File: config.mk
export PLATFORM = sky130hd
export DESIGN_NAME = morphle_cfg_loader
export DESIGN_NICKNAME = d
export VERILOG_FILES = /design/src/rtl/morphle_cfg_loader.sv
export SDC_FILE = /design/constraint.sdc
export NUM_CORES = 1
export LEC_CHECK = 0
export BUFFER_PORTS_ARGS = -buffer_cell sky130_fd_sc_hd__buf_4
export CORE_MARGIN = 5
export CORE_UTILIZATION = 40
export CTS_CLUSTER_DIAMETER = 80
export DETAILED_ROUTE_END_ITERATION = 7
export PLACE_DENSITY = 0.6
export SLEW_MARGIN = 20
export SYNTH_ARGS = -nofsm -noshare
export SYNTH_HDL_FRONTEND = slang
export SYNTH_SLANG_ARGS = --single-unit
File: constraint.sdc
create_clock -name wb_clk_i -period 4.9 [get_ports wb_clk_i]
set_clock_uncertainty 0.2 [all_clocks]
set_input_delay 1.47 -clock wb_clk_i [delete_from_list [all_inputs] [get_ports wb_clk_i]]
set_output_delay 1.47 -clock wb_clk_i [all_outputs]
set_load 0.05 [all_outputs]
File: src/rtl/morphle_cfg_loader.sv
// Morphle Logic yblock configuration loader: Wishbone-fed row FIFO driving timed confclk strobes.
// Defining MORPHLE_CFG_READBACK_EN adds a FIFO that captures cbitout_i once per strobe.
module morphle_cfg_loader #(
    parameter int BLOCKWIDTH = 16,
    parameter int FIFO_DEPTH = 8,
    parameter int SETUP_CYC  = 1,
    parameter int PULSE_CYC  = 2
) (
    input  logic                  wb_clk_i,
    input  logic                  wb_rst_n_i,
    input  logic                  wbs_stb_i,
    input  logic                  wbs_cyc_i,
    input  logic                  wbs_we_i,
    input  logic [3:0]            wbs_sel_i,
    input  logic [31:0]           wbs_adr_i,
    input  logic [31:0]           wbs_dat_i,
    output logic                  wbs_ack_o,
    output logic [31:0]           wbs_dat_o,
    output logic                  morph_reset_o,
    output logic                  confclk_o,
    output logic [BLOCKWIDTH-1:0] cbitin_o,
    input  logic [BLOCKWIDTH-1:0] cbitout_i
);
    localparam int              AW         = $clog2(FIFO_DEPTH);
    localparam logic [AW:0]     LVL_FULL   = (AW+1)'(FIFO_DEPTH);
    localparam logic [AW:0]     LVL_ONE    = (AW+1)'(1);
    localparam logic [AW-1:0]   PTR_ONE    = AW'(1);
    localparam logic [15:0]     SETUP_LAST = 16'(SETUP_CYC - 1);
    localparam logic [15:0]     PULSE_LAST = 16'(PULSE_CYC - 1);

    typedef enum logic [1:0] {IDLE, SETUP, HIGH, HOLD} state_t;

    state_t                state, state_nxt;
    logic [15:0]           cnt, cnt_nxt;
    logic                  run, morph_reset;
    logic [15:0]           strobe_cnt;
    logic [BLOCKWIDTH-1:0] mem [FIFO_DEPTH];
    logic [AW-1:0]         wr_ptr, rd_ptr;
    logic [AW:0]           level;
    logic                  ovf;
    logic [1:0]            adr;
    logic                  valid, access, wr, rd, ctrl_wr, clr, push_req, push_ok, rb_rd;
    logic                  empty, full, abort, pop, strobe_inc, capture;
    logic                  rb_ovf;
    logic [31:0]           rb_word, status, rdata;
    logic                  unused;

    assign adr      = wbs_adr_i[3:2];
    assign valid    = wbs_cyc_i & wbs_stb_i;
    assign access   = valid & ~wbs_ack_o;
    assign wr       = access & wbs_we_i;
    assign rd       = access & ~wbs_we_i;
    assign ctrl_wr  = wr & (adr == 2'd0) & wbs_sel_i[0];
    assign clr      = ctrl_wr & wbs_dat_i[2];
    assign push_req = wr & (adr == 2'd2) & (|wbs_sel_i);
    assign rb_rd    = rd & (adr == 2'd3);

    // Abort takes effect on the same edge as the CTRL write, so confclk drops the following cycle.
    assign abort = clr | (ctrl_wr & wbs_dat_i[1]) | morph_reset;

    assign empty   = (level == '0);
    assign full    = (level == LVL_FULL);
    assign push_ok = push_req & (~full | pop);

    assign morph_reset_o = morph_reset;
    assign confclk_o     = (state == HIGH);

    always_ff @(posedge wb_clk_i) begin
        if (!wb_rst_n_i) begin
            wbs_ack_o <= 1'b0;
            wbs_dat_o <= '0;
        end else begin
            wbs_ack_o <= valid & ~wbs_ack_o;
            if (access) begin
                wbs_dat_o <= wbs_we_i ? 32'h0 : rdata;
            end
        end
    end

    always_ff @(posedge wb_clk_i) begin
        if (!wb_rst_n_i) begin
            run         <= 1'b0;
            morph_reset <= 1'b1;
        end else if (ctrl_wr) begin
            run         <= wbs_dat_i[0];
            morph_reset <= wbs_dat_i[1];
        end
    end

    always_comb begin
        status             = '0;
        status[0]          = (state != IDLE);
        status[1]          = empty;
        status[2]          = full;
        status[3]          = ovf;
        status[4]          = rb_ovf;
        status[8 +: AW+1]  = level;
        status[31:16]      = strobe_cnt;
    end

    always_comb begin
        rdata = '0;
        case (adr)
            2'd0:    rdata = {30'b0, morph_reset, run};
            2'd1:    rdata = status;
            2'd3:    rdata = rb_word;
            default: rdata = '0;
        endcase
    end

    always_ff @(posedge wb_clk_i) begin
        if (!wb_rst_n_i) begin
            wr_ptr <= '0;
            rd_ptr <= '0;
            level  <= '0;
            ovf    <= 1'b0;
        end else if (clr) begin
            wr_ptr <= '0;
            rd_ptr <= '0;
            level  <= '0;
            ovf    <= 1'b0;
        end else begin
            if (push_ok) begin
                wr_ptr <= wr_ptr + PTR_ONE;
            end
            if (pop) begin
                rd_ptr <= rd_ptr + PTR_ONE;
            end
            case ({push_ok, pop})
                2'b10:   level <= level + LVL_ONE;
                2'b01:   level <= level - LVL_ONE;
                default: level <= level;
            endcase
            if (push_req && !push_ok) begin
                ovf <= 1'b1;
            end
        end
    end

    always_ff @(posedge wb_clk_i) begin
        if (push_ok && !clr) begin
            mem[wr_ptr] <= wbs_dat_i[BLOCKWIDTH-1:0];
        end
    end

    always_ff @(posedge wb_clk_i) begin
        if (!wb_rst_n_i) begin
            cbitin_o <= '0;
        end else if (pop) begin
            cbitin_o <= mem[rd_ptr];
        end
    end

    always_ff @(posedge wb_clk_i) begin
        if (!wb_rst_n_i) begin
            strobe_cnt <= '0;
        end else if (clr) begin
            strobe_cnt <= '0;
        end else if (strobe_inc) begin
            strobe_cnt <= strobe_cnt + 16'd1;
        end
    end

    always_ff @(posedge wb_clk_i) begin
        if (!wb_rst_n_i) begin
            state <= IDLE;
            cnt   <= '0;
        end else begin
            state <= state_nxt;
            cnt   <= cnt_nxt;
        end
    end

    always_comb begin
        state_nxt  = state;
        cnt_nxt    = cnt;
        pop        = 1'b0;
        strobe_inc = 1'b0;
        capture    = 1'b0;
        if (state != IDLE && abort) begin
            state_nxt = IDLE;
            cnt_nxt   = '0;
        end else begin
            case (state)
                IDLE: begin
                    if (run && !empty && !abort) begin
                        pop       = 1'b1;
                        state_nxt = SETUP;
                        cnt_nxt   = '0;
                    end
                end
                SETUP: begin
                    if (cnt == SETUP_LAST) begin
                        capture   = 1'b1;
                        state_nxt = HIGH;
                        cnt_nxt   = '0;
                    end else begin
                        cnt_nxt = cnt + 16'd1;
                    end
                end
                HIGH: begin
                    if (cnt == PULSE_LAST) begin
                        strobe_inc = 1'b1;
                        state_nxt  = HOLD;
                        cnt_nxt    = '0;
                    end else begin
                        cnt_nxt = cnt + 16'd1;
                    end
                end
                HOLD: begin
                    state_nxt = IDLE;
                end
                default: begin
                    state_nxt = IDLE;
                end
            endcase
        end
    end

`ifdef MORPHLE_CFG_READBACK_EN
    logic [BLOCKWIDTH-1:0] rb_mem [FIFO_DEPTH];
    logic [AW-1:0]         rb_wr_ptr, rb_rd_ptr;
    logic [AW:0]           rb_level;
    logic                  rb_empty, rb_full, rb_pop, rb_push;

    assign rb_empty = (rb_level == '0);
    assign rb_full  = (rb_level == LVL_FULL);
    assign rb_pop   = rb_rd & ~rb_empty;
    assign rb_push  = capture & (~rb_full | rb_pop);

    always_ff @(posedge wb_clk_i) begin
        if (!wb_rst_n_i || clr) begin
            rb_wr_ptr <= '0;
            rb_rd_ptr <= '0;
            rb_level  <= '0;
            rb_ovf    <= 1'b0;
        end else begin
            if (rb_push) begin
                rb_wr_ptr <= rb_wr_ptr + PTR_ONE;
            end
            if (rb_pop) begin
                rb_rd_ptr <= rb_rd_ptr + PTR_ONE;
            end
            case ({rb_push, rb_pop})
                2'b10:   rb_level <= rb_level + LVL_ONE;
                2'b01:   rb_level <= rb_level - LVL_ONE;
                default: rb_level <= rb_level;
            endcase
            if (capture && !rb_push) begin
                rb_ovf <= 1'b1;
            end
        end
    end

    always_ff @(posedge wb_clk_i) begin
        if (rb_push) begin
            rb_mem[rb_wr_ptr] <= cbitout_i;
        end
    end

    always_comb begin
        rb_word = '0;
        if (!rb_empty) begin
            rb_word[BLOCKWIDTH-1:0] = rb_mem[rb_rd_ptr];
            rb_word[31]             = 1'b1;
        end
    end

    assign unused = ^{wbs_adr_i[31:4], wbs_adr_i[1:0], wbs_dat_i};
`else
    assign rb_ovf  = 1'b0;
    assign rb_word = '0;
    assign unused  = ^{wbs_adr_i[31:4], wbs_adr_i[1:0], wbs_dat_i, cbitout_i, capture, rb_rd};
`endif

endmodule

==> results of run 1 <==
==> flip-flops by register name (all words and copies together) (netlist names) <==
name           flops
level              4
state              2
wbs_ack_o          1
run                1
ovf                1
wr_ptr             3
wbs_dat_o         24
mem              128
cbitin_o          16
cnt               16
rd_ptr             3
morph_reset_o      1
strobe_cnt        16
==> synth_stat cells, types with 4 or more instances <==
cell and number:
edfxtp_1 128, dfxtp_1 88, nor2_1 61, a21oi_1 34
mux4_2 32, clkbuf_1 25, mux2i_1 25, nand2_1 25
a22oi_1 23, o21ai_0 20, a211oi_1 17, nand3_1 17
or4_1 15, o31ai_1 14, inv_1 13, or3_1 13
ha_1 11, buf_4 8, and3_1 7, nand4_1 7
buf_2 6, nor3_1 6, nor4_1 6, xnor2_1 5
nand2b_1 4
==> through the flow <==
step	instance area, um^2	std cells
after global placement	9740	988
after CTS	10600	1034
final	10600	1034
after detailed placement	9740	988
after floorplan	8900	664
after global routing	10600	1034
==> cell usage in the layout, fill, tap and decap left out, types with 3 or more instances in the layout <==
cell / count
or3_1: 13
clkbuf_8: 4
and3_1: 7
nor3_2: 4
mux4_2: 32
buf_4: 84
dfxtp_1: 86
nand2_1: 25
or4_1: 15
ha_1: 11
clkbuf_1: 5
nor2_1: 60
o31ai_1: 14
clkinv_2: 6
and4_1: 3
conb_1: 8
xnor2_1: 5
a21oi_1: 34
nand4_1: 7
a22oi_1: 23
a211oi_1: 17
clkbuf_16: 25
o41ai_1: 3
nand2b_1: 4
inv_1: 13
mux2i_1: 25
edfxtp_1: 128
nand3_1: 17
o21ai_0: 20
a21boi_0: 3
nor4_1: 4
==> layer usage <==
| metal | GRT usage [%] | vias up |
|---|---|---|
| li1 | - | 2698 |
| met3 | 3.13 | 26 |
| met4 | 3.37 | 0 |
| met5 | 0 | - |
| met2 | 24.8 | 148 |
| met1 | 19.8 | 2858 |
==> kinds of logic after synthesis <==
logic type	Yosys count	synth area share (%)
AND/OR/NAND/NOR	180	10.8
adder cells (fa/ha/maj)	12	1.78
other	1	0.0422
flip-flops	216	63.2
XOR/XNOR	7	0.691
AO/OA/AOI/OAI	130	9.94
buffers and inverters	54	2.71
multiplexers	57	10.9
==> how the worst min path moves through the flow <==
stage | start | end | cells past startpoint
2_1_floorplan | ovf | ovf | 2
3_3_place_gp | state[1] | state[1] | 2
3_5_place_dp | ovf | ovf | 2
4_1_cts | strobe_cnt[15] | strobe_cnt[15] | 2
5_1_grt | cbitin_o[3] | cbitin_o[3] | 2
6_report | wbs_dat_o[0] | wbs_dat_o[0] | 2
==> power breakdown <==
| group | switching [mW] | leakage (nW) | internal, mW |
|---|---|---|---|
| sequential | 0.00296 | 1.86 | 1.92 |
| combinational | 0.0831 | 1.27 | 0.0323 |
| clock | 0.725 | 0.410 | 1.11 |
| total | 0.811 | 3.54 | 3.07 |
==> area by class of cell <==
type / count / area, um^2
well taps: 280 / 350
flip-flops and latches: 216 / 5610
multi-input cells: 394 / 3100
clock buffers: 34 / 699
repair buffers: 84 / 631
inverters: 14 / 52.6
fillers: 1904 / 11300
clock inverters: 12 / 130
==> worst max-delay path, stage by stage <==
cell and delay, ns:
buf_4 0.11, o41ai_1 0.72, or3_1 0.28, nand3_1 0.20, inv_1 0.22, ha_1 0.26
a21o_1 0.18, a21oi_1 0.16, mux2i_1 0.23, mux2i_1 0.19
==> reports/results.tsv, run 1 <==
stage	metric	value	unit
finish	area_growth	19.1	%
worst_setup_path	timing.critical_path.fanout_max	6	
global_routing	grt_overflow	0	
timing	min_period	3.78	ns
detailed_routing	drc	0	
finish	layout.nets	836	
run	maxCapViolCount	0	
floorplan	core_region_area	21800	um^2
timing	fin_ws	1.12	ns
worst_setup_path	rrSetupSlack	1.77	ns
outcome	status	finished, final reports clean	
floorplan	rows	54	
detailed_routing	detail_route.iter0.violations	251	
yosys	synth_edf_count	128	
worst_setup_path	setup.worst_path.end_class	register	
worst_setup_path	crit_path_end	level[3]	
detailed_routing	wl_met1	8620	um
place	pre_cts_ws	0.676	ns
yosys	synth-seq-cells	216	
clocking	clockBufferDepth	3	
clocking	cts_tree	yes	
clocking	cts_num_sinks	216	
clocking	clock_latency	0.52	ns
worst_setup_path	cp-start-kind	input pin	
global_routing	grt_pass1_wl	30900	um
timing	fmax	265	MHz
worst_setup_path	worstReg2RegEnd	level[3]	
detailed_routing	highest-signal-layer	met4	
timing	rsz0062_at_grt	false	
yosys	synthCells	657	
worst_setup_path	arrival	4.02	ns
yosys	ys.flop_type	edfxtp_1	
timing	tns	0	ns
detailed_routing	met3_length	1030	um
global_routing	grt_max_degree	46	
timing	fin_hold_ws	0.296	ns
detailed_routing	vias_per_cell	5.54	
worst_setup_path	critPathLaunch	wbs_sel_i[0]	
yosys	synth-async-reset-ratio	0	%
worst_setup_path	worstSetupPathType	input pin to register	
place	hpwl	11800	um
power_and_ir_drop	powerDensity	367	nW/um^2
power_and_ir_drop	leakagePower	3.54	nW
clocking	cts_setup_buffers	0	
yosys	netlist_top_cells_area	edfxtp_1 43%, dfxtp_1 20%, mux4_2 8.1%	
detailed_routing	via_count	5730	
power_and_ir_drop	p_total	3.88	mW
worst_setup_path	reg2reg_depth	11	
clocking	cts_resized	0	
clocking	cts_made_buffers	25	
place	io_buffer_count	69	
finish	antenna_cells	0	
yosys	ys_warn_count	0	
yosys	synth_top_area_share	43.3	%
finish	final_core_util	48.4	%
clocking	ctsHoldBuffers	0	
timing	worstMarginPinSlew	0.962	ns
floorplan	die_area	25300	um^2
yosys	synth_top_area_cell	edfxtp_1	
worst_setup_path	rr_startpoint	state[0]	
clocking	clock-root-buffer	clkbuf_16	
detailed_routing	ant_nets	0	
timing	timing.final.crit_share	77.1	%
global_routing	antenna_found_initial	0	
timing	finalSetupViolCount	0	
timing	slew_headroom	35.9	%
power_and_ir_drop	irDropWorstVdd	0.328	mV
clocking	ctsHtreeMaxLevel	1	
detailed_routing	met2_length	9300	um
timing	drv_slew	0	
clocking	clk_pin_slew	0.06	ns
yosys	syn_area_per_cell	13.5	um^2
worst_setup_path	cp.required	5.14	ns
yosys	synth_cell_types	57	
timing	finalHoldViolCount	0	
floorplan	die_width	159	um
global_routing	grt_util_all_layers	14.8	%
place	gp_congestion	0.769	
floorplan	start_util	40.7	%
finish	layout-drive-gt1-share	23.9	%
min_path	holdCritPathClass	register to register	
yosys	syn_area	8880	um^2
detailed_routing	wl	19300	um
floorplan	io-pin-count	140	
detailed_routing	drt-wirelength-per-cell	18.7	um
floorplan	die_h	159	um
global_routing	grt_pass1_vias	5707	
yosys	ys_seq_area_share	63.2	%
detailed_routing	dr.pass1.iters	5	
No activity file was read; power rests on OpenSTA's default activity.
==> inputs of run 2 (changes only) <==
--- a/config.mk
+++ b/config.mk
@@ -5,12 +5,13 @@
 export SDC_FILE = /design/constraint.sdc
 export NUM_CORES = 1
 export LEC_CHECK = 0
+export ABC_AREA = 1
 export BUFFER_PORTS_ARGS = -buffer_cell sky130_fd_sc_hd__buf_4
 export CORE_MARGIN = 5
 export CORE_UTILIZATION = 40
 export CTS_CLUSTER_DIAMETER = 80
 export DETAILED_ROUTE_END_ITERATION = 7
-export PLACE_DENSITY = 0.6
+export PLACE_DENSITY = 0.58
 export SLEW_MARGIN = 20
 export SYNTH_ARGS = -nofsm -noshare
 export SYNTH_HDL_FRONTEND = slang
==> constraint.sdc (replaced) <==
create_clock -name wb_clk_i -period 3.5 [get_ports wb_clk_i]
set_clock_uncertainty 0.2 [all_clocks]
set_input_delay 1.05 -clock wb_clk_i [delete_from_list [all_inputs] [get_ports wb_clk_i]]
set_output_delay 1.05 -clock wb_clk_i [all_outputs]
set_load 0.05 [all_outputs]
==> reports/results.tsv, run 2 <==
stage	metric	value	unit	change
worst_setup_path	slowest_stage	nor4_4		
timing	drv_slew	0		unchanged
global_routing	antenna_found_initial	0		unchanged
timing	rsz0062_at_grt	false		
clocking	clk_pin_slew	0.06	ns	about the same
worst_setup_path	worstSetupPathType	input pin to register		
timing	finalSetupViolCount	0		unchanged
worst_setup_path	timing.critical_path.fanout_max	16		+10
detailed_routing	met3_length	804	um	-22%
detailed_routing	vias_per_cell	5.10		-8.0%
finish	multi_input_area	3150	um^2	+1.6%
worst_setup_path	rrSetupSlack	0.95	ns	-0.82 ns
yosys	ys_warn_count	0		unchanged
finish	largest_register_ffs	128		unchanged
clocking	cts_tree	yes		
floorplan	die_width	161	um	+1.2%
yosys	ys_seq_area_share	61.5	%	-1.6 points
place	io_buffer_count	69		unchanged
worst_setup_path	setup.worst_path.end_class	register		
yosys	synth.top_cells.by_count	165 x nand2_1, 142 x nor2_1, 128 x edfxtp_1		
finish	final_cell_mix	165 x nand2_1, 137 x nor2_1, 128 x edfxtp_1		
min_path	holdPathEnd	wbs_dat_o[22]		
yosys	synth_edf_count	128		unchanged
detailed_routing	highest-signal-layer	met4		
clocking	cts_num_sinks	216		unchanged
worst_setup_path	critPathLaunch	wbs_we_i		
detailed_routing	drt-wirelength-per-cell	15.6	um	-16%
min_path	min_from	wbs_dat_o[22]		
floorplan	start_util	40.4	%	-0.30 points
detailed_routing	detail_route.iter0.violations	433		+73%
run	maxCapViolCount	0		unchanged
power_and_ir_drop	powerDensity	518	nW/um^2	+41%
worst_setup_path	reg2reg_depth	17		+6
timing	fmax	356	MHz	
global_routing	grt_util_all_layers	16.1	%	+1.3 points
floorplan	core_region_area	22600	um^2	+3.4%
min_path	holdCritPathClass	register to register		
place	dpl_cell_area	10100	um^2	+4.2%
min_path	hold_depth	2		unchanged
finish	fillers	2112		+11%
worst_setup_path	crit_path_max_incr_delay	0.24	ns	-0.48 ns
place	hpwl	13300	um	+12%
floorplan	die_h	161	um	+1.2%
power_and_ir_drop	leakagePower	3.92	nW	+11%
place	gp_congestion	0.842		+9.4%
detailed_routing	dr.pass1.iters	5		unchanged
global_routing	grt_overflow	0		unchanged
worst_setup_path	worstReg2RegEnd	level[3]		
clocking	cts_made_buffers	24		-4.0%
yosys	netlist_top_cells_area	edfxtp_1 42%, dfxtp_1 19%, nand2_1 6.8%		
timing	slew_headroom	52.7	%	+17 points
global_routing	grt_pass1_wl	34300	um	+11%
yosys	synth_cell_types	42		-26%
yosys	synth-seq-cells	216		unchanged
worst_setup_path	critPathBufInv	4		+2
global_routing	grt_pass1_vias	6377		+12%
floorplan	rows	55		+1.9%
clocking	clock-root-buffer	clkbuf_16		
clocking	clock_latency	0.52	ns	about the same
finish	layout.nets	1113		+33%
finish	final_area	11000	um^2	+3.7%
timing	timing.final.crit_share	80.4	%	
worst_setup_path	path_delay_family	simple AND/OR/NAND/NOR gates		
floorplan	die_area	25900	um^2	+2.5%
finish	final_common_cell	nand2_1		
yosys	synth_most_common_cell	nand2_1		
clocking	cts_setup_buffers	0		unchanged
finish	layout-drive-gt1-share	17.0	%	-6.9 points
timing	finalHoldViolCount	0		unchanged
outcome	status	finished, final reports clean		
worst_setup_path	cp-start-kind	input pin		
yosys	synthCells	926		+41%
clocking	clockBufferDepth	3		unchanged
finish	antenna_cells	0		unchanged
floorplan	io-pin-count	140		unchanged
finish	area_growth	20.3	%	
timing	min_period	2.81	ns	
clocking	cts_resized	0		unchanged
global_routing	grt_max_degree	66		+43%
worst_setup_path	cp.required	3.52	ns	-1.62 ns
finish	ff_latch_area	5610	um^2	unchanged
timing	tns	0	ns	unchanged
detailed_routing	drc	0		unchanged
worst_setup_path	arrival	2.83	ns	-1.19 ns
yosys	synth_top_area_cell	edfxtp_1		
worst_setup_path	crit_path_cell_trace	buf_4 > nand4_1 > nor2_4 > nand2_1 > inv_2 > nor2_4 > nand3_4 > nand2_2 > nand2_2 > inv_1 > nand2_1 > nor4_4 > buf_12		
detailed_routing	via_count	6705		+17%
yosys	syn_area_per_cell	9.84	um^2	-27%
timing	worstMarginPinSlew	0.708	ns	-0.254 ns
detailed_routing	wl	20600	um	+6.6%
timing	fin_hold_ws	0.265	ns	-0.0304 ns
detailed_routing	met2_length	9580	um	+3.0%
detailed_routing	ant_nets	0		unchanged
power_and_ir_drop	irDropWorstVdd	0.334	mV	+1.7%
worst_setup_path	rr_startpoint	wbs_ack_o		
place	dp.cells	1271		+29%
detailed_routing	wl_met1	9970	um	+16%
clocking	ctsHoldBuffers	0		unchanged
yosys	synth_top_area_share	42.2	%	-1.1 points
finish	final_cells	1315		+27%
clocking	ctsHtreeMaxLevel	1		unchanged
finish	regMostFlops	mem		
yosys	ys.flop_type	edfxtp_1		
finish	top_regs	mem: 128 flops, wbs_dat_o: 24 flops		
yosys	synth-async-reset-ratio	0	%	unchanged
yosys	syn_area	9110	um^2	+2.7%
run 2: worst register-to-register path: stages (launching register included):
cell	delay, ns
dfxtp_1	0.31
inv_1	0.10
nand4_1	0.20
nor2_4	0.17
nand2_1	0.11
inv_2	0.08
nor2_4	0.05
nand3_4	0.11
inv_2	0.06
nand2_2	0.11
inv_1	0.08
ha_1	0.32
a21oi_1	0.15
nand2_1	0.08
nand3_1	0.08
nand2_1	0.06
a21oi_1	0.12
nor2_1	0.05
run 2: cell families after synthesis:
kind of cell             after synthesis  share of synthesized area, %
adder cells (fa/ha/maj)               12                          1.73
buffers and inverters                106                          4.81
flip-flops                           216                          61.5
AO/OA/AOI/OAI                        177                          11.5
AND/OR/NAND/NOR                      400                          19.1
other                                  1                        0.0411
XOR/XNOR                              14                          1.35
run 2: final cells by class:
| class | count | share of cell area [%] |
|---|---|---|
| tap | 285 | 3.25 |
| sequential | 216 | 51.2 |
| inverter | 58 | 1.99 |
| clock inverter | 13 | 1.02 |
| timing repair buffer | 101 | 7.49 |
| clock buffer | 31 | 6.37 |
| multi-input combinational | 611 | 28.7 |
run 2: worst max-delay path by stage:
stage                      end  slack (ns)  cells past startpoint
detailed placement    level[3]        0.15                     17
floorplan            mem[2][0]        0.16                     10
CTS                 mem[5][14]        0.68                     13
global route          level[3]        0.47                     19
finish              mem[5][14]        0.69                     13
global placement      level[3]        0.16                     17
run 2: layer usage:
metal  global-route usage, %  vias up
li1                        -     3380
met3                    2.59       16
met2                    25.5       95
met1                    23.6     3214
met4                    3.22        0
met5                       0        -
run 2: power by group:
group	total [mW]	switching, mW	leakage (nW)	internal, mW
Sequential	2.72	0.0132	1.86	2.71
Clock	2.48	0.996	0.398	1.48
Combinational	0.471	0.335	1.66	0.136
Total	5.67	1.34	3.92	4.33
run 2: metrics by stage:
| stage | utilization [%] | worst slack [ns] | power (mW) |
|---|---|---|---|
| after floorplan | - | 0.158 | 3.09 |
| after global placement | 45.0 | 0.159 | 3.25 |
| after detailed placement | 45.0 | 0.145 | 3.25 |
| after CTS | 48.6 | 0.679 | 5.74 |
| after global routing | 48.6 | 0.469 | 5.94 |
| final | 48.6 | 0.688 | 5.67 |
